==> src/rtl/ariane_pkg.sv <==
// Slice of the core package: the frontend-to-decode fetch record and the
// default depth of the fetch buffer that sits between them.
package ariane_pkg;

    localparam int unsigned FETCH_FIFO_DEPTH = 4;

    typedef struct packed {
        logic [63:0] address;
        logic [31:0] instruction;
        logic        bp_taken;
        logic        page_fault;
    } frontend_fetch_t;

endpackage

==> src/rtl/fetch_fifo_ctrl.sv <==
// Pointer/occupancy bookkeeping for the fetch buffer: qualifies push and pop,
// tracks count, and clears everything on flush.
module fifo_ctrl #(
    parameter  int unsigned DEPTH = 4,
    localparam int unsigned PTR_W = $clog2(DEPTH)
) (
    input  logic             clk_i,
    input  logic             rst_ni,
    input  logic             flush_i,
    input  logic             push_req_i,
    input  logic             pop_req_i,
    output logic             push_o,
    output logic             pop_o,
    output logic             ready_o,
    output logic             valid_o,
    output logic [PTR_W-1:0] wptr_o,
    output logic [PTR_W-1:0] rptr_o,
    output logic [PTR_W:0]   usage_o
);

    localparam logic [PTR_W:0] FULL_CNT = (PTR_W+1)'(DEPTH);

    logic [PTR_W-1:0] wptr_q, rptr_q;
    logic [PTR_W:0]   cnt_q;

    // Ready depends only on stored count, so a full FIFO refuses a push even
    // in a cycle where decode pops; this keeps ack off the ready path.
    assign ready_o = (cnt_q != FULL_CNT);
    assign valid_o = (cnt_q != '0);
    assign push_o  = push_req_i && ready_o && !flush_i;
    assign pop_o   = pop_req_i && valid_o && !flush_i;
    assign wptr_o  = wptr_q;
    assign rptr_o  = rptr_q;
    assign usage_o = cnt_q;

    always_ff @(posedge clk_i or negedge rst_ni) begin
        if (!rst_ni) begin
            wptr_q <= '0;
            rptr_q <= '0;
            cnt_q  <= '0;
        end else if (flush_i) begin
            wptr_q <= '0;
            rptr_q <= '0;
            cnt_q  <= '0;
        end else begin
            if (push_o) wptr_q <= wptr_q + PTR_W'(1);
            if (pop_o)  rptr_q <= rptr_q + PTR_W'(1);
            case ({push_o, pop_o})
                2'b10:   cnt_q <= cnt_q + (PTR_W+1)'(1);
                2'b01:   cnt_q <= cnt_q - (PTR_W+1)'(1);
                default: cnt_q <= cnt_q;
            endcase
        end
    end

    a_cnt_bound: assert property (@(posedge clk_i) disable iff (!rst_ni)
        cnt_q <= FULL_CNT);
    a_no_pop_empty: assert property (@(posedge clk_i) disable iff (!rst_ni)
        pop_req_i |-> valid_o);

endmodule

==> src/rtl/fetch_fifo.sv <==
// Decoupling buffer between frontend and decode; owns the entry storage and
// leaves pointer/count handling to fifo_ctrl.
module fetch_fifo
    import ariane_pkg::*;
#(
    parameter  int unsigned DEPTH = FETCH_FIFO_DEPTH,
    localparam int unsigned PTR_W = $clog2(DEPTH)
) (
    input  logic            clk_i,
    input  logic            rst_ni,
    input  logic            flush_i,
    input  frontend_fetch_t fetch_entry_i,
    input  logic            fetch_entry_valid_i,
    output logic            fetch_entry_ready_o,
    output frontend_fetch_t fetch_entry_o,
    output logic            fetch_entry_valid_o,
    input  logic            fetch_ack_i,
    output logic [PTR_W:0]  usage_o
);

    logic             push, pop;
    logic [PTR_W-1:0] wptr, rptr;

    frontend_fetch_t [DEPTH-1:0] mem_q;

    fifo_ctrl #(.DEPTH(DEPTH)) i_ctrl (
        .clk_i      (clk_i),
        .rst_ni     (rst_ni),
        .flush_i    (flush_i),
        .push_req_i (fetch_entry_valid_i),
        .pop_req_i  (fetch_ack_i),
        .push_o     (push),
        .pop_o      (pop),
        .ready_o    (fetch_entry_ready_o),
        .valid_o    (fetch_entry_valid_o),
        .wptr_o     (wptr),
        .rptr_o     (rptr),
        .usage_o    (usage_o)
    );

    // Storage carries no reset; the head is only meaningful while valid.
    always_ff @(posedge clk_i) begin
        if (push) mem_q[wptr] <= fetch_entry_i;
    end

    assign fetch_entry_o = mem_q[rptr];

    a_entry_stable: assert property (@(posedge clk_i) disable iff (!rst_ni)
        (fetch_entry_valid_i && !fetch_entry_ready_o && !flush_i) |=> $stable(fetch_entry_i));

endmodule

==> config.mk <==
export PLATFORM = sky130hd
export DESIGN_NAME = fetch_fifo
export DESIGN_NICKNAME = d
export VERILOG_FILES = /design/src/rtl/ariane_pkg.sv /design/src/rtl/fetch_fifo_ctrl.sv /design/src/rtl/fetch_fifo.sv
export SDC_FILE = /design/constraint.sdc
export NUM_CORES = 1
export LEC_CHECK = 0
export BUFFER_PORTS_ARGS = -buffer_cell sky130_fd_sc_hd__buf_2
export CAP_MARGIN = 15
export CELL_PAD_IN_SITES_DETAIL_PLACEMENT = 0
export CELL_PAD_IN_SITES_GLOBAL_PLACEMENT = 1
export CORE_MARGIN = 5
export CORE_UTILIZATION = 40
export CTS_CLUSTER_SIZE = 16
export DETAILED_ROUTE_END_ITERATION = 10
export PLACE_DENSITY = 0.79
export SLEW_MARGIN = 25
export SYNTH_ARGS = -nofsm -noshare
export SYNTH_HDL_FRONTEND = slang
export SYNTH_SLANG_ARGS = --single-unit
==> constraint.sdc <==
create_clock -name clk_i -period 4 [get_ports clk_i]
set_clock_uncertainty 0.15 [all_clocks]
set_input_delay 0.4 -clock clk_i [delete_from_list [all_inputs] [get_ports clk_i]]
set_output_delay 0.4 -clock clk_i [all_outputs]
set_load 0.05 [all_outputs]
==> flow_summary_export.csv, run 1 <==
group,metric,value,unit
run_status,outcome,"finished clean",
routing,drt_first_pass_iters,6,
power,seqPwrFrac,0.479,
routing,drc,0,
global_route,grt_pass1_wl,46.7,mm
place,io_buffers,205,
power,peakVddDrop,0.476,mV
logic_synthesis,syn-num-nets,687,
clock_network,clk_pin_slew,0.06,ns
global_route,grt_pass1_vias,7949,
logic_synthesis,synth_area,14700,sq um
critical_path,slowest_delay,0.83,ns
logic_synthesis,ys_warn_count,0,
sta,setup_violations,0,
power,leakagePower,6.22,nW
logic_synthesis,ys_seq_elements,399,
global_route,antenna_found_initial,2,
job,maxCapViolCount,0,
cells_and_area,nets,1019,
sta,fin_setup_tns,0,ns
critical_path,cp-endpoint,"fetch_entry_o[51]",
sta,timing.slew.headroom,0.571,
cells_and_area,drive_above_1_share,0.405,
clock_network,insertion_delay,0.53,ns
floorplanning,ios,206,
routing,routed_via_density,5.11,
critical_path,arrival,2.47,ns
routing,routed_wirelength,29.5,mm
place,gp_congestion,0.716,
power,intPower,7.35,mW
critical_path,cp-start-kind,"register",
routing,wire_per_inst,21.0,um
sta,rsz0062_at_grt,"no",
min_path,hold_class,"in2reg",
clock_network,cts_buffer_depth,3,
critical_path,reg2reg_depth,6,
global_route,grt_start_max_net_pins,63,
routing,via_count,7172,
place,dp.cells,1236,
critical_path,reg2reg_from,"i_ctrl.usage_o[0]$_DFFE_PN0P_",
sta,tightest_slew,0.643,ns
clock_network,cts_setup_buffers,0,
global_route,grt_usage,0.148,
logic_synthesis,async_flop_share,0.0175,
global_route,grt-ovfl-total,0,
cells_and_area,final-instance-count-excl-fill,1404,
place,place_hpwl,17.0,mm
sta,period_share,0.754,
routing,antenna_left,0,
critical_path,slowest_stage,"dfrtp_4",
floorplanning,start_util,0.403,
critical_path,r2r_end,"i_ctrl.usage_o[2]$_DFFE_PN0P_",
clock_network,root_buffer,"clkbuf_16",
floorplanning,core.rowCount,70,
power,power_frac_clock,0.357,
routing,drt-initial-drc-count,408,
power,power_frac_comb,0.164,
logic_synthesis,avgSynthCellArea,25.4,sq um
sta,maxSlewViolCount,0,
logic_synthesis,netlist_instances,579,
critical_path,crit_type,"reg2out",
floorplanning,core,36400,sq um
critical_path,rrSetupSlack,1.51,ns
critical_path,critPathRequiredTime,3.45,ns
logic_synthesis,synth-seq-area-share,0.813,
cells_and_area,layout-area-overhead-vs-synth,26.5,%
cells_and_area,antennaDiodeCount,0,
logic_synthesis,synth_cell_types,36,
floorplanning,die_w,202,um
power,power_density,536,nW/um^2
floorplanning,fp.dieH,202,um
floorplanning,dieArea,40700,sq um
clock_network,h-tree-depth,2,
critical_path,path_cells,"buf_12, mux4_2, buf_2",
sta,period_needed,3.02,ns
logic_synthesis,synth_flop_cell,"edfxtp_1",
sta,finalHoldViolCount,0,
sta,clock.fmax,331,MHz
critical_path,path_max_fanout,62,
critical_path,endpoint_kind,"primary output",
power,p_switching,2.62,mW
clock_network,tritoncts,"yes",
clock_network,numCtsBuffers,41,
clock_network,clock-sinks,399,
critical_path,critical_path.startpoint,"i_ctrl.rptr_o[1]$_DFFE_PN0P_",
logic_synthesis,synth-edff-count,392,
power,swShare,0.263,
## worst max-delay path, delay by kind of cell, from the launching register on
| family | cells | cell delay [ns] |
|---|---|---|
| flops | 1 | 0.83 |
| buf+inv | 2 | 0.67 |
| mux | 1 | 0.41 |
## synthesized netlist by cell type, drive strengths merged, types with 2 or more instances
master | count | area, sq um
a2111oi | 2 | 25.0
ha | 4 | 50.1
mux4 | 98 | 2210
xor2 | 3 | 26.3
nand3b | 3 | 22.5
buf | 21 | 133
nor2 | 3 | 11.3
nor3b | 3 | 22.5
a21oi | 5 | 25.0
clkbuf | 6 | 23.8
o21ai | 5 | 25.0
and2 | 4 | 25.0
dfrtp | 7 | 175
edfxtp | 392 | 11800
nand2b | 2 | 12.5
nand3 | 2 | 10.0
inv | 5 | 18.8
or2 | 2 | 15.0
## final cells by class
type	instances	area (sq um)
Clock buffer	50	1100
Clock inverter	18	144
Fill cell	2887	17800
Inverter	5	18.8
Multi-Input combinational cell	148	2590
Sequential cell	399	12000
Tap cell	468	586
Timing Repair Buffer	316	2200
## state kept, by name, indices dropped and copies added, names as in the netlist
register,cells
i_ctrl.wptr_o,2
i_ctrl.usage_o,3
mem_q,392
i_ctrl.rptr_o,2
## stage by stage
step | worst slack [ns] | hold slack [ns] | power, mW | area [sq um] | utilization
global placement | 1.48 | 0.0968 | 6.43 | 16300 | 0.449
global route | 0.848 | 0.0647 | 10.4 | 18600 | 0.510
floorplan | 0.903 | -0.0456 | 6.05 | 14700 | -
CTS | 0.883 | 0.0181 | 10.1 | 18600 | 0.510
finish | 0.983 | 0.0522 | 9.97 | 18600 | 0.510
detailed placement | 1.48 | 0.102 | 6.45 | 16300 | 0.449
## cell families after synthesis
kind of cell,synth area share
mux,0.150
xor+xnor,0.00179
simple gates,0.0102
fa+ha+maj,0.00477
buf+inv,0.0119
compound gates,0.00843
flops,0.813
## power groups by stage
stage / logic (mW) / clock network, mW / registers (mW)
after floorplan: 1.19 / 0 / 4.85
after global placement: 1.58 / 0 / 4.86
after detailed placement: 1.59 / 0 / 4.87
after CTS: 1.67 / 3.67 / 4.78
after global routing: 1.74 / 3.85 / 4.79
final: 1.64 / 3.56 / 4.78
## layout by cell type (no fill, tap or decap), drive strengths merged, types with 2 or more instances in the layout
cell	n
inv	6
edfxtp	392
buf	216
mux4	98
dlygate4sd3	100
nand3b	3
a21oi	5
ha	4
and2	4
nor2	3
a2111oi	2
xor2	3
clkinvlp	3
nor3b	3
o21ai	5
or2	2
nand3	2
dfrtp	7
clkbuf	50
clkinv	12
nand2b	2
bufinv	2
## worst min path at each step
| stage | start | cells after the start | to |
|---|---|---|---|
| after floorplan | rst_ni | 0 | i_ctrl.rptr_o[0]$_DFFE_PN0P_ |
| after global routing | fetch_entry_valid_i | 3 | i_ctrl.wptr_o[0]$_DFFE_PN0P_ |
| final | fetch_entry_valid_i | 3 | i_ctrl.wptr_o[1]$_DFFE_PN0P_ |
| after detailed placement | rst_ni | 1 | i_ctrl.usage_o[2]$_DFFE_PN0P_ |
| after global placement | rst_ni | 1 | i_ctrl.usage_o[2]$_DFFE_PN0P_ |
| after CTS | fetch_entry_valid_i | 3 | i_ctrl.wptr_o[1]$_DFFE_PN0P_ |
## layer usage
layer	vias to the layer above	part of all wire	routed length (um)	track usage
met5	-	0.00071	21	0
met4	4	0.017	506	0.0413
met3	41	0.066	1950	0.0382
met2	211	0.49	14400	0.244
met1	3772	0.43	12600	0.197
li1	3144	-	-	-
## what timing repair did
action | 4_1_cts | 5_1_grt
endpoints found under the hold margin | 405 | 0
resized for setup | 0 | 0
hold buffers | 100 | 0
No activity file was read; power rests on OpenSTA's default activity.
==> run 2, diff against run 1 <==
Clock period 4 ns to 2.7 ns, I/O delays scaled along.
==> run 2 against run 1 <==
  * Via count is 0.15% lower
  * Worst hold slack better by 0.28 ns
  * Global-route usage about the same
  * First-iteration DRC count down 21%
  * Critical path depth unchanged
  * Die area unchanged
  * Sequential power increased by 48%
  * Critical path type unchanged
==> flow_summary_export.csv, run 2 (synthesis gave the netlist of run 1 again) <==
group,metric,value,unit
clock_network,cts_buffer_depth,3,
clock_network,clock-sinks,399,
cells_and_area,largest_register_ffs,392,
critical_path,slowest_stage,"mux4_2",
power,power_density,814,nW/um^2
critical_path,endpoint_kind,"primary output",
cells_and_area,final-instance-count-excl-fill,1430,
cells_and_area,final_area,19000,sq um
critical_path,crit_type,"reg2out",
power,power_frac_comb,0.162,
power,power_frac_clock,0.381,
place,place_area,16500,sq um
min_path,hold_class,"in2reg",
floorplanning,ios,206,
power,power,15.5,mW
power,leakagePower,6.43,nW
critical_path,slowest_delay,0.54,ns
critical_path,cp-start-kind,"register",
critical_path,reg2reg_from,"i_ctrl.usage_o[0]$_DFFE_PN0P_",
cells_and_area,nets,1039,
critical_path,arrival,2.22,ns
critical_path,path_delay_family,"buffers and inverters",
routing,antenna_left,0,
clock_network,h-tree-depth,2,
place,place_hpwl,17.6,mm
global_route,grt-ovfl-total,0,
sta,rsz0062_at_grt,"yes",
routing,drt-initial-drc-count,323,
routing,via_count,7161,
power,intPower,11.5,mW
critical_path,critPathRequiredTime,2.28,ns
run_status,outcome,"finished clean",
power,p_switching,4.00,mW
clock_network,root_buffer,"clkbuf_16",
place,gp_congestion,0.733,
floorplanning,start_util,0.403,
cells_and_area,layout-area-overhead-vs-synth,29.4,%
sta,timing.slew.headroom,0.717,
global_route,grt_pass1_vias,8024,
sta,finalHoldViolCount,0,
cells_and_area,utilization,0.522,
critical_path,critical_path.startpoint,"i_ctrl.rptr_o[0]$_DFFE_PN0P_",
cells_and_area,antennaDiodeCount,0,
routing,drt_first_pass_iters,4,
power,swShare,0.258,
routing,drc,0,
cells_and_area,final_cell_mix,"edfxtp_1, buf_2, dlygate4sd3_1",
global_route,grt_usage,0.147,
cells_and_area,regMostFlops,"mem_q",
clock_network,tritoncts,"yes",
floorplanning,core,36400,sq um
power,peakVddDrop,0.644,mV
sta,period_needed,2.64,ns
sta,clock.fmax,379,MHz
cells_and_area,drive_above_1_share,0.418,
floorplanning,dieArea,40700,sq um
place,pre_cts_ws,0.245,ns
clock_network,insertion_delay,0.55,ns
place,io_buffers,205,
global_route,grt_pass1_wl,46.4,mm
critical_path,cp.depth,3,
critical_path,path_max_fanout,18,
critical_path,cp_num_buf_inv,2,
floorplanning,fp.dieH,202,um
routing,routed_via_density,5.01,
sta,setup_violations,0,
global_route,antenna_found_initial,2,
critical_path,path_cells,"bufbuf_16, mux4_2, buf_2",
routing,wire_per_inst,20.6,um
global_route,grt_start_max_net_pins,46,
sta,setup_slack,0.0603,ns
job,maxCapViolCount,0,
power,seqPwrFrac,0.457,
floorplanning,die_w,202,um
sta,maxSlewViolCount,0,
clock_network,numCtsBuffers,42,
critical_path,r2r_end,"i_ctrl.usage_o[2]$_DFFE_PN0P_",
routing,routed_wirelength,29.5,mm
sta,period_share,0.978,
cells_and_area,final_common_cell,"edfxtp_1",
critical_path,reg2reg_depth,6,
sta,tightest_slew,0.421,ns
floorplanning,core.rowCount,70,
place,dp.cells,1246,
critical_path,rrSetupSlack,0.23,ns
clock_network,clk_pin_slew,0.06,ns
critical_path,cp-endpoint,"fetch_entry_o[57]",
## run 2: cell count changes in the layout (fill, tap and decap cells not counted), sizes merged
cell and delta:
dlygate4sd3 +3, clkbuf +1, buf +15, clkinvlp +1, inv -1, clkinv +2
bufbuf +1, bufinv +4
## run 2: power groups by stage
stage                     Sequential [mW]  Clock [mW]  Combinational [mW]
after CTS                            7.08        6.07                2.54
after detailed placement             7.21           0                2.36
after global placement               7.20           0                2.34
after global routing                 7.09        6.32                2.66
after floorplan                      7.19           0                1.77
final                                7.07        5.90                2.51
## run 2: what timing repair did
item | CTS | global route
setup endpoints to repair | 64 | 65
setup buffers | 4 | 1
resized for setup | 1 | 5
hold buffers | 103 | 0
cloned | 1 | 0
endpoints found under the hold margin | 406 | 0
## run 2: metrics by stage
| stage | TNS (ns) | hold WS (ns) |
|---|---|---|
| 6_report | 0 | 0.327 |
| 5_1_grt | -0.781 | 0.307 |
| 4_1_cts | -0.204 | 0.282 |
| 3_5_place_dp | 0 | -0.0327 |
| 3_3_place_gp | 0 | -0.0303 |
| 2_1_floorplan | -155.65 | -0.176 |
## run 2: worst min-delay path by stage
stage	from	endpoint	slack, ns	cells past startpoint
6_report	fetch_entry_i[25]	mem_q[123]$_DFFE_PP_	0.33	2
5_1_grt	fetch_entry_i[65]	mem_q[65]$_DFFE_PP_	0.31	2
4_1_cts	fetch_entry_i[68]	mem_q[362]$_DFFE_PP_	0.28	2
3_3_place_gp	rst_ni	i_ctrl.usage_o[2]$_DFFE_PN0P_	-0.03	1
2_1_floorplan	rst_ni	i_ctrl.rptr_o[0]$_DFFE_PN0P_	-0.18	0
3_5_place_dp	rst_ni	i_ctrl.usage_o[0]$_DFFE_PN0P_	-0.03	1
## run 2: final cells by class
type | count | area, sq um
Clock buffer | 51 | 1150
Clock inverter | 24 | 279
Fill cell | 2840 | 17400
Inverter | 5 | 18.8
Multi-Input combinational cell | 148 | 2590
Sequential cell | 399 | 12000
Tap cell | 468 | 586
Timing Repair Buffer | 335 | 2450
## run 2: routing by layer
| layer | wire length, um | track usage | part of all wire |
|---|---|---|---|
| met1 | 11700 | 0.183 | 0.40 |
| met2 | 15300 | 0.252 | 0.52 |
| met3 | 1690 | 0.0366 | 0.057 |
| met4 | 775 | 0.0540 | 0.026 |
| met5 | 27 | 0 | 0.00092 |
